==> src/rtl/mem_access_unit_if.sv <==
// -----------------------------------------------------------------------------
// mem_access_unit_pkg / mem_access_unit_if
//
// Shared encodings and the bundled signal interface for mem_access_unit.
//
// The package holds the access-width encoding (the memWidth1/2/4 values used
// throughout the pipeline) and the response exception codes.
//
// The interface groups the pipeline request/response handshake and the
// word-wide data-memory req/ack bus. Signal names match the original flat
// port list of mem_access_unit.
//   master : the view used by mem_access_unit (the bus initiator)
//   slave  : the view used by the surroundings (pipeline MEM stage + memory)
//
//   req_valid/req_ready      pipeline request handshake (ready only in IDLE)
//   req_write                1=store, 0=load
//   req_width                access width (memWidth_t encoding)
//   req_sign_ext             loads: sign-extend sub-word data
//   req_addr                 byte address
//   req_wdata                store data, sub-word value in the low bits
//   resp_valid               one-cycle completion pulse
//   resp_rdata               load result (0 for stores and exceptions)
//   resp_exc                 memExc_t code
//   mem_req/mem_ack          memory request, held until single-cycle ack
//   mem_we                   1=write word, 0=read word
//   mem_addr                 word address
//   mem_wdata / mem_rdata    write / read word
// -----------------------------------------------------------------------------
package mem_access_unit_pkg;

    typedef enum logic [1:0] {
        MEM_WIDTH1 = 2'd0,
        MEM_WIDTH2 = 2'd1,
        MEM_WIDTH4 = 2'd2
    } memWidth_t;

    typedef enum logic [1:0] {
        EXC_NONE     = 2'd0,
        EXC_MISALIGN = 2'd1,
        EXC_RANGE    = 2'd2,
        EXC_TIMEOUT  = 2'd3
    } memExc_t;

endpackage

interface mem_access_unit_if #(
    parameter int unsigned ADDR_W = 12
);
    logic              req_valid;
    logic              req_ready;
    logic              req_write;
    logic [1:0]        req_width;
    logic              req_sign_ext;
    logic [31:0]       req_addr;
    logic [31:0]       req_wdata;
    logic              resp_valid;
    logic [31:0]       resp_rdata;
    logic [1:0]        resp_exc;
    logic              mem_req;
    logic              mem_we;
    logic [ADDR_W-1:0] mem_addr;
    logic [31:0]       mem_wdata;
    logic              mem_ack;
    logic [31:0]       mem_rdata;

    modport master (
        input  req_valid, req_write, req_width, req_sign_ext, req_addr, req_wdata,
        input  mem_ack, mem_rdata,
        output req_ready, resp_valid, resp_rdata, resp_exc,
        output mem_req, mem_we, mem_addr, mem_wdata
    );

    modport slave (
        output req_valid, req_write, req_width, req_sign_ext, req_addr, req_wdata,
        output mem_ack, mem_rdata,
        input  req_ready, resp_valid, resp_rdata, resp_exc,
        input  mem_req, mem_we, mem_addr, mem_wdata
    );

endinterface

==> src/rtl/mem_access_unit.sv <==
// -----------------------------------------------------------------------------
// mem_access_unit
//
// Initiator side of the data-memory interface. Accepts one load/store at a
// time from the pipeline MEM stage and drives a word-wide memory over a
// req/ack bus that has no byte enables. Sub-word loads are extracted from the
// read word and sign/zero-extended; sub-word stores are built by a
// read-modify-write. Misaligned, out-of-range and bus-timeout conditions are
// reported as exceptions.
//
// Ports
//   clk    clock, all state updates on posedge
//   reset  asynchronous, active-low reset
//   bus    mem_access_unit_if.master: pipeline request/response handshake and
//          memory req/ack bus (see mem_access_unit_if.sv)
//
// Parameters
//   ADDR_W      word-address width on the memory bus
//   ADDR_LIMIT  byte addresses >= this are out of range
//   TIMEOUT     cycles of mem_req without mem_ack before abort (>= 1)
// -----------------------------------------------------------------------------
module mem_access_unit
    import mem_access_unit_pkg::*;
#(
    parameter int unsigned ADDR_W     = 12,
    parameter logic [31:0] ADDR_LIMIT = 32'h3000,
    parameter int unsigned TIMEOUT    = 16
) (
    input  logic              clk,
    input  logic              reset,
    mem_access_unit_if.master bus
);

    localparam int unsigned TIMER_W = $clog2(TIMEOUT + 1);

    typedef enum logic [1:0] {
        IDLE,
        RD,
        WR,
        RESP
    } state_t;

    state_t state;
    state_t nextState;

    // Latched request
    logic [ADDR_W+1:0] addrReg;
    logic [1:0]        widthReg;
    logic              writeReg;
    logic              signExtReg;
    // Store data at accept; replaced by the merged word after the RMW read
    logic [31:0]       storeWord;

    logic [TIMER_W-1:0] timer;
    logic [31:0]        respRdataReg;
    memExc_t            respExcReg;

    // Incoming request decode
    logic reqIsByte;
    logic reqIsHalf;
    logic reqIsWord;
    logic reqMisaligned;
    logic reqOutOfRange;

    // Latched request decode
    logic latIsByte;
    logic latIsHalf;

    // Datapath
    logic [7:0]  laneByte;
    logic [15:0] laneHalf;
    logic [31:0] loadData;
    logic [31:0] mergedWord;
    logic        timerExpired;

    // FSM control
    logic        accept;
    logic        captureMerge;
    logic        timerClear;
    logic        timerInc;
    logic        finish;
    logic [31:0] finishData;
    memExc_t     finishExc;
    logic        reqReady;
    logic        memReq;
    logic        memWe;
    logic        respValid;

    always_comb begin
        reqIsByte     = (bus.req_width == MEM_WIDTH1);
        reqIsHalf     = (bus.req_width == MEM_WIDTH2);
        // The unused encoding is treated as a full word
        reqIsWord     = !reqIsByte && !reqIsHalf;
        reqMisaligned = (reqIsWord && (bus.req_addr[1:0] != 2'b00)) ||
                        (reqIsHalf && bus.req_addr[0]);
        reqOutOfRange = (bus.req_addr >= ADDR_LIMIT);
    end

    always_comb begin
        latIsByte    = (widthReg == MEM_WIDTH1);
        latIsHalf    = (widthReg == MEM_WIDTH2);
        timerExpired = (timer == TIMER_W'(TIMEOUT - 1));
    end

    // Little-endian lane extraction from the read word
    always_comb begin
        case (addrReg[1:0])
            2'd0:    laneByte = bus.mem_rdata[7:0];
            2'd1:    laneByte = bus.mem_rdata[15:8];
            2'd2:    laneByte = bus.mem_rdata[23:16];
            default: laneByte = bus.mem_rdata[31:24];
        endcase
        laneHalf = addrReg[1] ? bus.mem_rdata[31:16] : bus.mem_rdata[15:0];

        if (latIsByte) begin
            loadData = {{24{signExtReg & laneByte[7]}}, laneByte};
        end else if (latIsHalf) begin
            loadData = {{16{signExtReg & laneHalf[15]}}, laneHalf};
        end else begin
            loadData = bus.mem_rdata;
        end
    end

    // Read-modify-write merge: only the addressed lane takes new data
    always_comb begin
        mergedWord = bus.mem_rdata;
        if (latIsByte) begin
            case (addrReg[1:0])
                2'd0:    mergedWord[7:0]   = storeWord[7:0];
                2'd1:    mergedWord[15:8]  = storeWord[7:0];
                2'd2:    mergedWord[23:16] = storeWord[7:0];
                default: mergedWord[31:24] = storeWord[7:0];
            endcase
        end else if (addrReg[1]) begin
            mergedWord[31:16] = storeWord[15:0];
        end else begin
            mergedWord[15:0] = storeWord[15:0];
        end
    end

    always_ff @(posedge clk or negedge reset) begin
        if (!reset) begin
            state <= IDLE;
        end else begin
            state <= nextState;
        end
    end

    always_comb begin
        nextState    = state;
        accept       = 1'b0;
        captureMerge = 1'b0;
        timerClear   = 1'b0;
        timerInc     = 1'b0;
        finish       = 1'b0;
        finishData   = '0;
        finishExc    = EXC_NONE;
        reqReady     = 1'b0;
        memReq       = 1'b0;
        memWe        = 1'b0;
        respValid    = 1'b0;

        case (state)
            IDLE: begin
                // Held low while reset is asserted so no request is offered
                reqReady = reset;
                if (bus.req_valid) begin
                    accept = 1'b1;
                    if (reqMisaligned) begin
                        nextState = RESP;
                        finish    = 1'b1;
                        finishExc = EXC_MISALIGN;
                    end else if (reqOutOfRange) begin
                        nextState = RESP;
                        finish    = 1'b1;
                        finishExc = EXC_RANGE;
                    end else if (bus.req_write && reqIsWord) begin
                        nextState  = WR;
                        timerClear = 1'b1;
                    end else begin
                        nextState  = RD;
                        timerClear = 1'b1;
                    end
                end
            end

            RD: begin
                memReq = 1'b1;
                if (bus.mem_ack) begin
                    if (writeReg) begin
                        nextState    = WR;
                        captureMerge = 1'b1;
                        timerClear   = 1'b1;
                    end else begin
                        nextState  = RESP;
                        finish     = 1'b1;
                        finishData = loadData;
                    end
                end else begin
                    timerInc = 1'b1;
                    if (timerExpired) begin
                        nextState = RESP;
                        finish    = 1'b1;
                        finishExc = EXC_TIMEOUT;
                    end
                end
            end

            WR: begin
                memReq = 1'b1;
                memWe  = 1'b1;
                if (bus.mem_ack) begin
                    nextState = RESP;
                    finish    = 1'b1;
                end else begin
                    timerInc = 1'b1;
                    if (timerExpired) begin
                        nextState = RESP;
                        finish    = 1'b1;
                        finishExc = EXC_TIMEOUT;
                    end
                end
            end

            RESP: begin
                respValid = 1'b1;
                nextState = IDLE;
            end

            default: nextState = IDLE;
        endcase
    end

    always_ff @(posedge clk or negedge reset) begin
        if (!reset) begin
            addrReg      <= '0;
            widthReg     <= '0;
            writeReg     <= 1'b0;
            signExtReg   <= 1'b0;
            storeWord    <= '0;
            timer        <= '0;
            respRdataReg <= '0;
            respExcReg   <= EXC_NONE;
        end else begin
            if (accept) begin
                addrReg    <= bus.req_addr[ADDR_W+1:0];
                widthReg   <= bus.req_width;
                writeReg   <= bus.req_write;
                signExtReg <= bus.req_sign_ext;
                storeWord  <= bus.req_wdata;
            end
            if (captureMerge) begin
                storeWord <= mergedWord;
            end

            if (timerClear) begin
                timer <= '0;
            end else if (timerInc) begin
                timer <= timer + 1'b1;
            end

            // Response fields live only for the RESP cycle and read 0 otherwise
            if (finish) begin
                respRdataReg <= finishData;
                respExcReg   <= finishExc;
            end else if (state == RESP) begin
                respRdataReg <= '0;
                respExcReg   <= EXC_NONE;
            end
        end
    end

    assign bus.req_ready  = reqReady;
    assign bus.mem_req    = memReq;
    assign bus.mem_we     = memWe;
    assign bus.mem_addr   = addrReg[ADDR_W+1:2];
    assign bus.mem_wdata  = storeWord;
    assign bus.resp_valid = respValid;
    assign bus.resp_rdata = respRdataReg;
    assign bus.resp_exc   = respExcReg;

endmodule

==> src/flat_wrapper.sv <==
// flat-port wrapper written by rule: the top's interface ports become plain ports
module mem_access_unit_flat import mem_access_unit_pkg::*;
#(
    parameter int unsigned ADDR_W     = 12,
    parameter logic [31:0] ADDR_LIMIT = 32'h3000,
    parameter int unsigned TIMEOUT    = 16
)
  (clk, reset, bus_req_valid, bus_req_write, bus_req_width, bus_req_sign_ext, bus_req_addr, bus_req_wdata, bus_mem_ack, bus_mem_rdata, bus_req_ready, bus_resp_valid, bus_resp_rdata, bus_resp_exc, bus_mem_req, bus_mem_we, bus_mem_addr, bus_mem_wdata);
  mem_access_unit_if #(.ADDR_W(ADDR_W)) bus_i ();
  input  logic clk;
  input  logic reset;
  input wire logic [$bits(bus_i.req_valid)-1:0] bus_req_valid;
  input wire logic [$bits(bus_i.req_write)-1:0] bus_req_write;
  input wire logic [$bits(bus_i.req_width)-1:0] bus_req_width;
  input wire logic [$bits(bus_i.req_sign_ext)-1:0] bus_req_sign_ext;
  input wire logic [$bits(bus_i.req_addr)-1:0] bus_req_addr;
  input wire logic [$bits(bus_i.req_wdata)-1:0] bus_req_wdata;
  input wire logic [$bits(bus_i.mem_ack)-1:0] bus_mem_ack;
  input wire logic [$bits(bus_i.mem_rdata)-1:0] bus_mem_rdata;
  output wire logic [$bits(bus_i.req_ready)-1:0] bus_req_ready;
  output wire logic [$bits(bus_i.resp_valid)-1:0] bus_resp_valid;
  output wire logic [$bits(bus_i.resp_rdata)-1:0] bus_resp_rdata;
  output wire logic [$bits(bus_i.resp_exc)-1:0] bus_resp_exc;
  output wire logic [$bits(bus_i.mem_req)-1:0] bus_mem_req;
  output wire logic [$bits(bus_i.mem_we)-1:0] bus_mem_we;
  output wire logic [$bits(bus_i.mem_addr)-1:0] bus_mem_addr;
  output wire logic [$bits(bus_i.mem_wdata)-1:0] bus_mem_wdata;
  assign bus_i.req_valid = bus_req_valid;
  assign bus_i.req_write = bus_req_write;
  assign bus_i.req_width = bus_req_width;
  assign bus_i.req_sign_ext = bus_req_sign_ext;
  assign bus_i.req_addr = bus_req_addr;
  assign bus_i.req_wdata = bus_req_wdata;
  assign bus_i.mem_ack = bus_mem_ack;
  assign bus_i.mem_rdata = bus_mem_rdata;
  assign bus_req_ready = bus_i.req_ready;
  assign bus_resp_valid = bus_i.resp_valid;
  assign bus_resp_rdata = bus_i.resp_rdata;
  assign bus_resp_exc = bus_i.resp_exc;
  assign bus_mem_req = bus_i.mem_req;
  assign bus_mem_we = bus_i.mem_we;
  assign bus_mem_addr = bus_i.mem_addr;
  assign bus_mem_wdata = bus_i.mem_wdata;
  mem_access_unit #(.ADDR_W(ADDR_W), .ADDR_LIMIT(ADDR_LIMIT), .TIMEOUT(TIMEOUT)) u_core (.clk(clk), .reset(reset), .bus(bus_i));
endmodule
==> config.mk <==
export PLATFORM = sky130hd
export DESIGN_NAME = mem_access_unit_flat
export DESIGN_NICKNAME = d
export VERILOG_FILES = /design/src/rtl/mem_access_unit_if.sv /design/src/rtl/mem_access_unit.sv /design/src/flat_wrapper.sv
export SDC_FILE = /design/constraint.sdc
export NUM_CORES = 1
export LEC_CHECK = 0
export BUFFER_PORTS_ARGS = -buffer_cell sky130_fd_sc_hd__clkbuf_2
export CAP_MARGIN = 20
export CORE_ASPECT_RATIO = 0.6
export CORE_UTILIZATION = 45
export CTS_CLUSTER_DIAMETER = 80
export DETAILED_ROUTE_END_ITERATION = 10
export PLACE_DENSITY = 0.74
export RECOVER_POWER = 50
export SYNTH_ARGS = -nofsm -noshare
export SYNTH_HDL_FRONTEND = slang
export SYNTH_SLANG_ARGS = --single-unit
==> constraint.sdc <==
create_clock -name clk -period 5.9 [get_ports clk]
set_input_delay 0.295 -clock clk [delete_from_list [all_inputs] [get_ports clk]]
set_output_delay 0.295 -clock clk [all_outputs]
set_load 0.01 [all_outputs]
* Word level (Yosys, flattened, before mapping)
Index checks and enable logic that the tools add are counted.
** Storage, ports and cells
- Output and inout port bits :: 82
- Input port bits :: 104
- Flip-flop bits (word level) :: 91
** Operators by class
- $add $sub $neg :: 1
- Order comparisons :: 1
- Multiplexer cells :: 60
- Reductions and logical operators :: 19
- Eq/ne operators :: 11
- Bitwise gates (word level) :: 2
** Operator list (number)
- $mux W32 :: 10
- $mux W16 :: 3
- $ge A32 B14 Y1 const B :: 1
- $mux W8 :: 4
- $mux W2 :: 14
- $pmux W8 S3 :: 1
- $mux W1 :: 22
- $mux W5 :: 2
- $eq A2 B1 Y1 const B :: 4
- $logic_not A2 Y1 :: 4
- $pmux W2 S4 :: 1
- $reduce_bool A2 Y1 :: 4
- $eq A2 B2 Y1 const B :: 3
- $add A5 B1 Y5 const B :: 1
- $eq A5 B4 Y1 const B :: 1
- $logic_and A1 B1 Y1 :: 4
- $pmux W2 S2 :: 1
- $ne A3 B1 Y1 const B :: 1
- $ne A3 B3 Y1 const B :: 1
- $pmux W1 S3 :: 1
- $reduce_and A3 Y1 :: 1
- $reduce_or A3 Y1 :: 1
- $and A1 B1 Y1 :: 2
- $logic_not A1 Y1 :: 2
- 5 further kinds :: 5

* Longest topological paths before layout
Gate-level depths: netlist of the first run.
- Word-level depth :: 9
- Mapped depth :: 9

* Least setup slack after synthesis of the first run
Ideal clock, no wire load.
- Kind :: register to register
- Start :: register u_core.timer[0]
- End :: register u_core.respRdataReg[10], in the netlist u_core.bus.resp_rdata[10]
- Data arrival time :: 1889 ps
- Setup time :: 67 ps
- Slack :: 3944 ps
- Clock period less this slack :: 1956 ps
- Buffers on the path :: 1
- Cell stages (with the launch flop) :: 8
- Cell sequence :: dfrtp_1 > ha_1 > and3_1 > ha_1 > o22a_2 > a211oi_4 > buf_6 > a22o_1
** On the way
- Longest elaborated chain between the ends :: 5
** Ends and longest elaborated chain
- from (decl) :: line mem_access_unit.sv:54 : logic [TIMER_W-1:0] timer;
- from (signal assigned) :: line mem_access_unit.sv:259 : timer <= timer + 1'b1;
- $eq A5 B4 Y1 (*) :: line mem_access_unit.sv:102 : timerExpired = (timer == TIMER_W'(TIMEOUT - 1));
- $mux W1 (*) :: line mem_access_unit.sv:201, mem_access_unit.sv:217
- $mux W1 (on tied branches) :: line mem_access_unit.sv:212, mem_access_unit.sv:189
- $pmux W1 S3 (*) :: line mem_access_unit.sv:163 : case (state)
- $mux W32 or $reduce_bool A2 Y1 (tied branches)
- to (signal assigned) :: line mem_access_unit.sv:264 : respRdataReg <= finishData;
- to (decl) :: line mem_access_unit.sv:55 : logic [31:0] respRdataReg;
Mark *: on every way between the ends. The rest lies on a longest branch, timed or not.
A chain may end at the register's enable or synchronous reset.

==> summary.txt, run 1 <==
Run status
  • Run status: finished, violations left
  • Failing checks: capacitance limit, slew limit

STA
  • Final min period: approximately 3200 ps
  • TNS Setup: 0 ps
  • Fin. max-slew vios: 95
  • Setup-failing EPs final: 0
  • Slew headroom: -0.101
  • Worst Skew: ~4.6 ps
  • Final period util: 0.546
  • Slew @ Worst Pin: about 1700 ps
  • Fin. Hold Viols: 0
  • Fmax: 0.310 GHz
  • Setup ws final: around 2700 ps
  • RSZ-0062 raised after global routing: no

Power
  • Comb power frac: 0.457
  • Pint: roughly 0.0018 W
  • Sw Ratio: 0.433
  • P_sw: 0.00134 W
  • Flop pwr share: 0.367
  • Pwr dens: roughly 500 nW/um^2
  • VDD IR max: 210 uV
  • Lkg Pwr: approximately 3 nW
  • Clk pwr share: 0.175

Synthesis
  • Post-synthesis cell type count: 52
  • Post-Synth Simple-Gate Area: 0.170
  • Seq/Total Area, Yosys: 0.448
  • Synth Flop Type: dfrtp_1
  • Ys Warns: 0
  • Xor-xnor portion of the synthesized cell area: 0.00516
  • Post-synthesis cell count: roughly 530
  • Share of the synthesized area in the top cell type: 0.448
  • Flops & latches, synth: between 90 and 100
  • Leading area contributor after synthesis: dfrtp_1
  • Mapped cell area: 5090 sq um
  • Mapped Nets: about 640
  • Post-synth EDFFs: 0
  • Synth Area in Adders: 0.0148
  • Synth area leaders: dfrtp_1 45%, nand2_1 7.2%, mux2i_1 5.7%
  • Fraction of registers with async set/reset: 1.00
  • Largest family of logic cells by synthesized area: compound AO/OA/AOI/OAI gates
  • Synth Area in Compound Gates: 0.211
  • Post-synthesis mux area share: 0.0880
  • Synthesized area per cell: 9.64 sq um

Routing
  • Antenna Nets Post-Route: 0
  • Initial DRC count: between 500 and 600
  • Vias: approximately 4900
  • WL final: around 16000 um
  • Vias per cell: between 5 and 6
  • Drt pass-1 iters: 6
  • Routed WL per cell: between 15 and 20 um
  • Residual DRC: 0

Die
  • Area of the die: around 12000 sq um
  • Die Width: 139 um
  • Initial Utilization: 0.472
  • Row count: 29
  • Die Ht: ~84 um
  • Core Region: between 10000 and 15000 sq um
  • I/O pin cnt: between 150 and 200

Final layout
  • Area grow syn2layout: 20.9%
  • Storage cell area: 2280 sq um
  • NumNets Final: approximately 790
  • Filler cells: ~1000
  • Utilization after layout: 0.571
  • ANT cells: 0
  • Multi-input logic area: 2490 sq um
  • Share of layout cells above drive strength 1: 0.208
  • Post-route insts no fill: about 830

Clock network
  • CTS tree: yes
  • CTS buffer count: 9
  • CTS root buf: clkbuf_16
  • Clk Latency, worst-skew pair: about 340 ps
  • Maximum clock insertion buffer count: 2
  • CTS clk-pin slew, worst paths: ~60 ps
  • Post-CTS Resized: 0
  • CTS sink cnt: ~90
  • Max H-tree Level: 3

Worst setup path
  • Worst Path Max Fanout: 65
  • WP buf/inv: 3
  • Worst setup EP type: asynchronous set/reset pin
  • CP Cell Sequence: dlygate4sd3_1, clkbuf_1, clkbuf_2
  • CP startpoint kind: primary input
  • Worst path arrival time: between 3000 and 4000 ps
  • Crit-path slowest cell: clkbuf_2
  • Max incr delay on CP: 1350 ps
  • CP Class: in -> async
  • CP top delay family: buffers and inverters
  • CP Data Required Time: around 6100 ps

Place
  • Routability cong.: roughly 0.88
  • Setup WS pre-CTS: between 2000 and 3000 ps
  • Port Buffer Count: roughly 190
  • Inst Count DP: about 810
  • Hpwl dp: roughly 12000 um

GRT
  • First-pass GRT wire length: around 26000 um
  • GRT Overall Usage: 0.288
  • GRT overflow: 0
  • Largest net degree at the start of global routing: 66
  • Vias in the first global route: about 4800
  • Initial antenna violation count: 0

Hold path
  • Tightest Hold Check Type: in -> reg

Job
  • Max-Cap Viols: 2
==> power by group through the flow <==
stage / logic [W] / clock network, W / registers, W
5_1_grt: 0.00156 / 0.000569 / 0.00117
2_1_floorplan: 0.00102 / 0 / 0.00112
6_report: 0.00142 / 0.000544 / 0.00114
4_1_cts: 0.00147 / 0.000548 / 0.00113
3_5_place_dp: 0.00146 / 0 / 0.00114
3_3_place_gp: 0.00141 / 0 / 0.00113
==> cell type report <==
class	instances	area share
clock inverter	1	0.00122
multi-input combinational	375	0.405
tap	139	0.0283
sequential	91	0.370
clock buffer	15	0.0435
inverter	11	0.00671
timing repair buffer	195	0.146
==> flip-flops by register name, summed over array words and instances, names as in the netlist <==
signal,flops
u_core.writeReg,1
u_core.state,2
u_core.widthReg,2
u_core.signExtReg,1
u_core.bus.mem_wdata,32
u_core.timer,5
u_core.addrReg,14
u_core.bus.resp_rdata,32
u_core.bus.resp_exc,2
==> worst reg2reg max path, delay by kind of cell, from the launching register on <==
family,cells,cell delay (ps)
and+or+nand+nor,2,1110
AOI/OAI and AO/OA,2,1080
DFF,1,420
adders and majority gates,1,230
buffers and inverters,1,110
==> timing repair <==
item / CTS / global route
hold buffers: 1 / 0
buffers inserted: 0 / 0
hold endpoints to repair: 26 / 0
==> routing by layer <==
metal | global-route usage | vias up | part of all wire
met5 | 0 | - | 0
met4 | 0.0838 | 0 | 0.024
met3 | 0.0799 | 40 | 0.097
met2 | 0.431 | 260 | 0.43
met1 | 0.408 | 2411 | 0.45
li1 | - | 2201 | -
==> final timing paths <==
check | startpoint | endpoint | slack, ps | depth (start not counted)
max reg2reg | u_core.state[1]$_DFFE_PN0P_ | u_core.bus.mem_wdata[3]$_DFFE_PN0P_ | 2770 | 6
min reg2reg | u_core.bus.resp_rdata[7]$_DFFE_PN0P_ | u_core.bus.resp_rdata[7]$_DFFE_PN0P_ | 470 | 1
max in group clk | u_core.state[1]$_DFFE_PN0P_ | u_core.bus.mem_wdata[3]$_DFFE_PN0P_ | 2770 | 6
max | reset | u_core.bus.mem_wdata[11]$_DFFE_PN0P_ | 2680 | 3
min | bus_req_addr[5] | u_core.addrReg[5]$_DFFE_PN0P_ | 140 | 3
min in group asynchronous | reset | u_core.bus.resp_rdata[0]$_DFFE_PN0P_ | 920 | 2
==> metrics by stage <==
step / area [sq um] / hold WS (ps) / power [W]
after floorplan: 5090 / -0.591 / 0.00214
after global placement: 5960 / 240 / 0.00254
after detailed placement: 5960 / 249 / 0.00260
after CTS: 6250 / 139 / 0.00315
after global routing: 6150 / 161 / 0.00330
final: 6150 / 142 / 0.00310
==> synthesized netlist by cell type (2+ instances only) <==
library cell / n
a211oi_1: 11
a21o_1: 9
a21oi_1: 19
a221o_1: 7
a221oi_1: 9
a22o_1: 30
a22o_2: 2
a31oi_1: 8
and2_1: 3
and3_1: 10
buf_1: 4
buf_2: 14
buf_4: 13
buf_6: 3
clkbuf_1: 17
dfrtp_1: 91
ha_1: 6
inv_1: 11
mux2i_1: 29
mux4_2: 7
nand2_1: 98
nand2b_1: 19
nand3_1: 4
nor2_1: 31
nor2b_1: 8
nor3_1: 2
nor4_1: 2
nor4_2: 2
o21ai_0: 9
o21ai_1: 3
o221ai_1: 2
o22ai_1: 17
o2bb2ai_1: 7
o31ai_1: 2
xor2_1: 2
==> cell usage in the layout, fill, tap and decap left out, types with 2 or more instances in the layout <==
cell type and n:
a211oi_1 11, a21o_1 9, a21oi_1 19, a221o_1 7
a221oi_1 9, a22o_1 30, a22o_2 2, a31oi_1 8
and2_1 3, and3_1 10, buf_4 7, clkbuf_1 86
clkbuf_16 9, clkbuf_2 104, clkbuf_8 2, dfrtp_1 91
ha_1 6, inv_1 11, mux2i_1 29, mux4_2 7
nand2_1 98, nand2b_1 19, nand3_1 4, nor2_1 31
nor2b_1 8, nor3_1 2, nor4_1 2, nor4_2 2
o21ai_0 9, o21ai_1 3, o221ai_1 2, o22ai_1 17
o2bb2ai_1 7, o31ai_1 2, xor2_1 2
==> cells by family after synthesis <==
group           count (synthesis)
xor+xnor                        3
fa+ha+maj                       6
simple gates                  187
flops                          91
compound gates                143
mux                            36
buf+inv                        62
(Power assumes the default switching activity.)
==> run 2, diff against run 1 <==
PLACE_DENSITY = 0.77   (was 0.74)
clock period = 2.79 ns   (was 5.9 ns; I/O delays follow)
==> summary.txt, run 2 (same netlist as run 1, synthesis figures left out) <==
Routing
  • Routed WL per cell: ~20 um
  • Vias: 4929
  • WL final: around 17000 um
  • Residual DRC: 0
  • Vias per cell: 5.86
  • Antenna Nets Post-Route: 0
  • Initial DRC count: slightly above 500
  • Drt pass-1 iters: 5

Clock network
  • Post-CTS Resized: 0
  • Clk Latency, worst-skew pair: between 300 and 400 ps
  • CTS sink cnt: just over 90
  • Max H-tree Level: 3
  • Maximum clock insertion buffer count: 2
  • Postcts setup bufs: 0
  • CTS buffer count: 9
  • Cts hold-fix bufs: 7
  • CTS clk-pin slew, worst paths: 60 ps
  • CTS root buf: clkbuf_16
  • CTS tree: yes

Hold path
  • Tightest Hold Check Type: in -> reg
  • Min-delay src: bus_req_addr[4]

GRT
  • Initial antenna violation count: 0
  • Vias in the first global route: roughly 4800
  • Largest net degree at the start of global routing: between 50 and 60
  • GRT Overall Usage: 0.293
  • First-pass GRT wire length: about 26000 um
  • GRT overflow: 0

Worst setup path
  • Setup crit start: u_core.widthReg[1]$_DFFE_PN0P_
  • CP Data Required Time: just over 3000 ps
  • CP top delay family: flip-flops
  • Crit-path slowest cell: dfrtp_1
  • R2r startpoint: u_core.widthReg[1]$_DFFE_PN0P_
  • CP Cell Sequence: buf_4, nand2b_1, o22ai_1, a221o_1, o2bb2ai_1
  • Worst path arrival time: between 2000 and 3000 ps
  • WP buf/inv: 1
  • CP startpoint kind: flip-flop
  • CP Class: reg -> reg
  • Worst Path Max Fanout: 21
  • Max incr delay on CP: roughly 730 ps
  • Worst setup EP type: flip-flop

Final layout
  • Share of layout cells above drive strength 1: 0.228
  • Area grow syn2layout: 24.3%
  • Commonest non-fill, non-tap cell in the layout: clkbuf_2
  • Post-route insts no fill: around 840
  • ANT cells: 0
  • Most frequent cells in the layout: 108 x clkbuf_2, 98 x nand2_1, 91 x dfrtp_1
  • NumNets Final: about 800

STA
  • Fin. Hold Viols: 0
  • RSZ-0062 raised after global routing: no
  • Slew headroom: 0.0578
  • Final min period: approximately 2400 ps
  • Setup-failing EPs final: 0
  • Worst Skew: between 7 and 8 ps
  • Slew @ Worst Pin: ~1400 ps
  • Fin. max-slew vios: 0
  • TNS Setup: 0 ps
  • Fmax: around 0.42 GHz
  • Final period util: 0.859

Power
  • Pwr dens: approximately 1100 nW/um^2
  • Lkg Pwr: roughly 3.1 nW
  • VDD IR max: 498 uV

Place
  • Hpwl dp: 12600 um
  • Inst Count DP: between 800 and 900
  • Routability cong.: 0.906
  • Port Buffer Count: between 150 and 200

Die
  • Area of the die: 11800 sq um
  • Row count: 29
  • Initial Utilization: 0.472
  • Die Ht: approximately 84 um
  • Core Region: 10800 sq um
  • Die Width: approximately 140 um
  • I/O pin cnt: ~190

Run status
  • Run status: finished clean

Job
  • Max-Cap Viols: 0
-- run 2: cell types whose count changed in the layout (fill, tap and decap cells not counted) --
cell | before | now
buf_2 | 1 | 0
dlygate4sd3_1 | 1 | 7
clkbuf_2 | 104 | 108
clkinv_4 | 0 | 2
bufinv_16 | 0 | 2
clkbuf_1 | 86 | 77
clkinv_2 | 0 | 3
clkbuf_8 | 2 | 0
a21boi_0 | 1 | 0
a21boi_1 | 0 | 1
buf_4 | 7 | 17
clkinvlp_4 | 1 | 0
-- run 2: worst paths after layout --
check / slack [ps] / to / depth (start not counted)
max: 390 / u_core.bus.resp_rdata[5]$_DFFE_PN0P_ / 5
min: 6 / u_core.addrReg[4]$_DFFE_PN0P_ / 3
max reg2reg: 390 / u_core.bus.resp_rdata[5]$_DFFE_PN0P_ / 5
min in group asynchronous: 670 / u_core.bus.resp_exc[0]$_DFFE_PN0P_ / 2
min reg2reg: 470 / u_core.addrReg[8]$_DFFE_PN0P_ / 2
max in group asynchronous: 910 / u_core.bus.mem_wdata[25]$_DFFE_PN0P_ / 3
-- run 2: metrics by stage --
| step | hold slack [ps] | setup WS, ps | util | area, sq um | power (W) |
|---|---|---|---|---|---|
| 5_1_grt | 21.9 | 235 | 0.587 | 6330 | 0.00728 |
| 4_1_cts | 1.13 | 497 | 0.596 | 6430 | 0.00693 |
| 3_3_place_gp | 237 | 612 | 0.560 | 6040 | 0.00548 |
| 2_1_floorplan | -156 | 834 | - | 5090 | 0.00453 |
| 6_report | 6.28 | 393 | 0.587 | 6330 | 0.00685 |
| 3_5_place_dp | 244 | 501 | 0.560 | 6040 | 0.00560 |
-- run 2: cell type report --
class                   instances  area (sq um)
well taps                     139           174
repair buffers                209          1030
clock buffers                   9           225
clock inverters                 7          92.6
inverters                      11          41.3
flip-flops and latches         91          2280
multi-input cells             375          2490
fillers                       973          4450
-- run 2: where the power goes --
part | internal, W | switching (W)
logic | 0.00127 | 0.00186
clock network | 0.000783 | 0.000521
registers | 0.00186 | 0.000552
-- run 2: metal layers --
layer | GRT usage | vias up | routed length, um
met5 | 0 | - | 0
met1 | 0.415 | 2386 | 7510
li1 | - | 2230 | -
met2 | 0.433 | 279 | 7280
met4 | 0.0737 | 0 | 300
met3 | 0.0930 | 34 | 1710
-- run 2: worst reg2reg max path: stages, from the launching register on --
cell and delay, ps:
dfrtp_1 730, buf_4 360, nand2b_1 550, o22ai_1 200, a221o_1 320, o2bb2ai_1 160
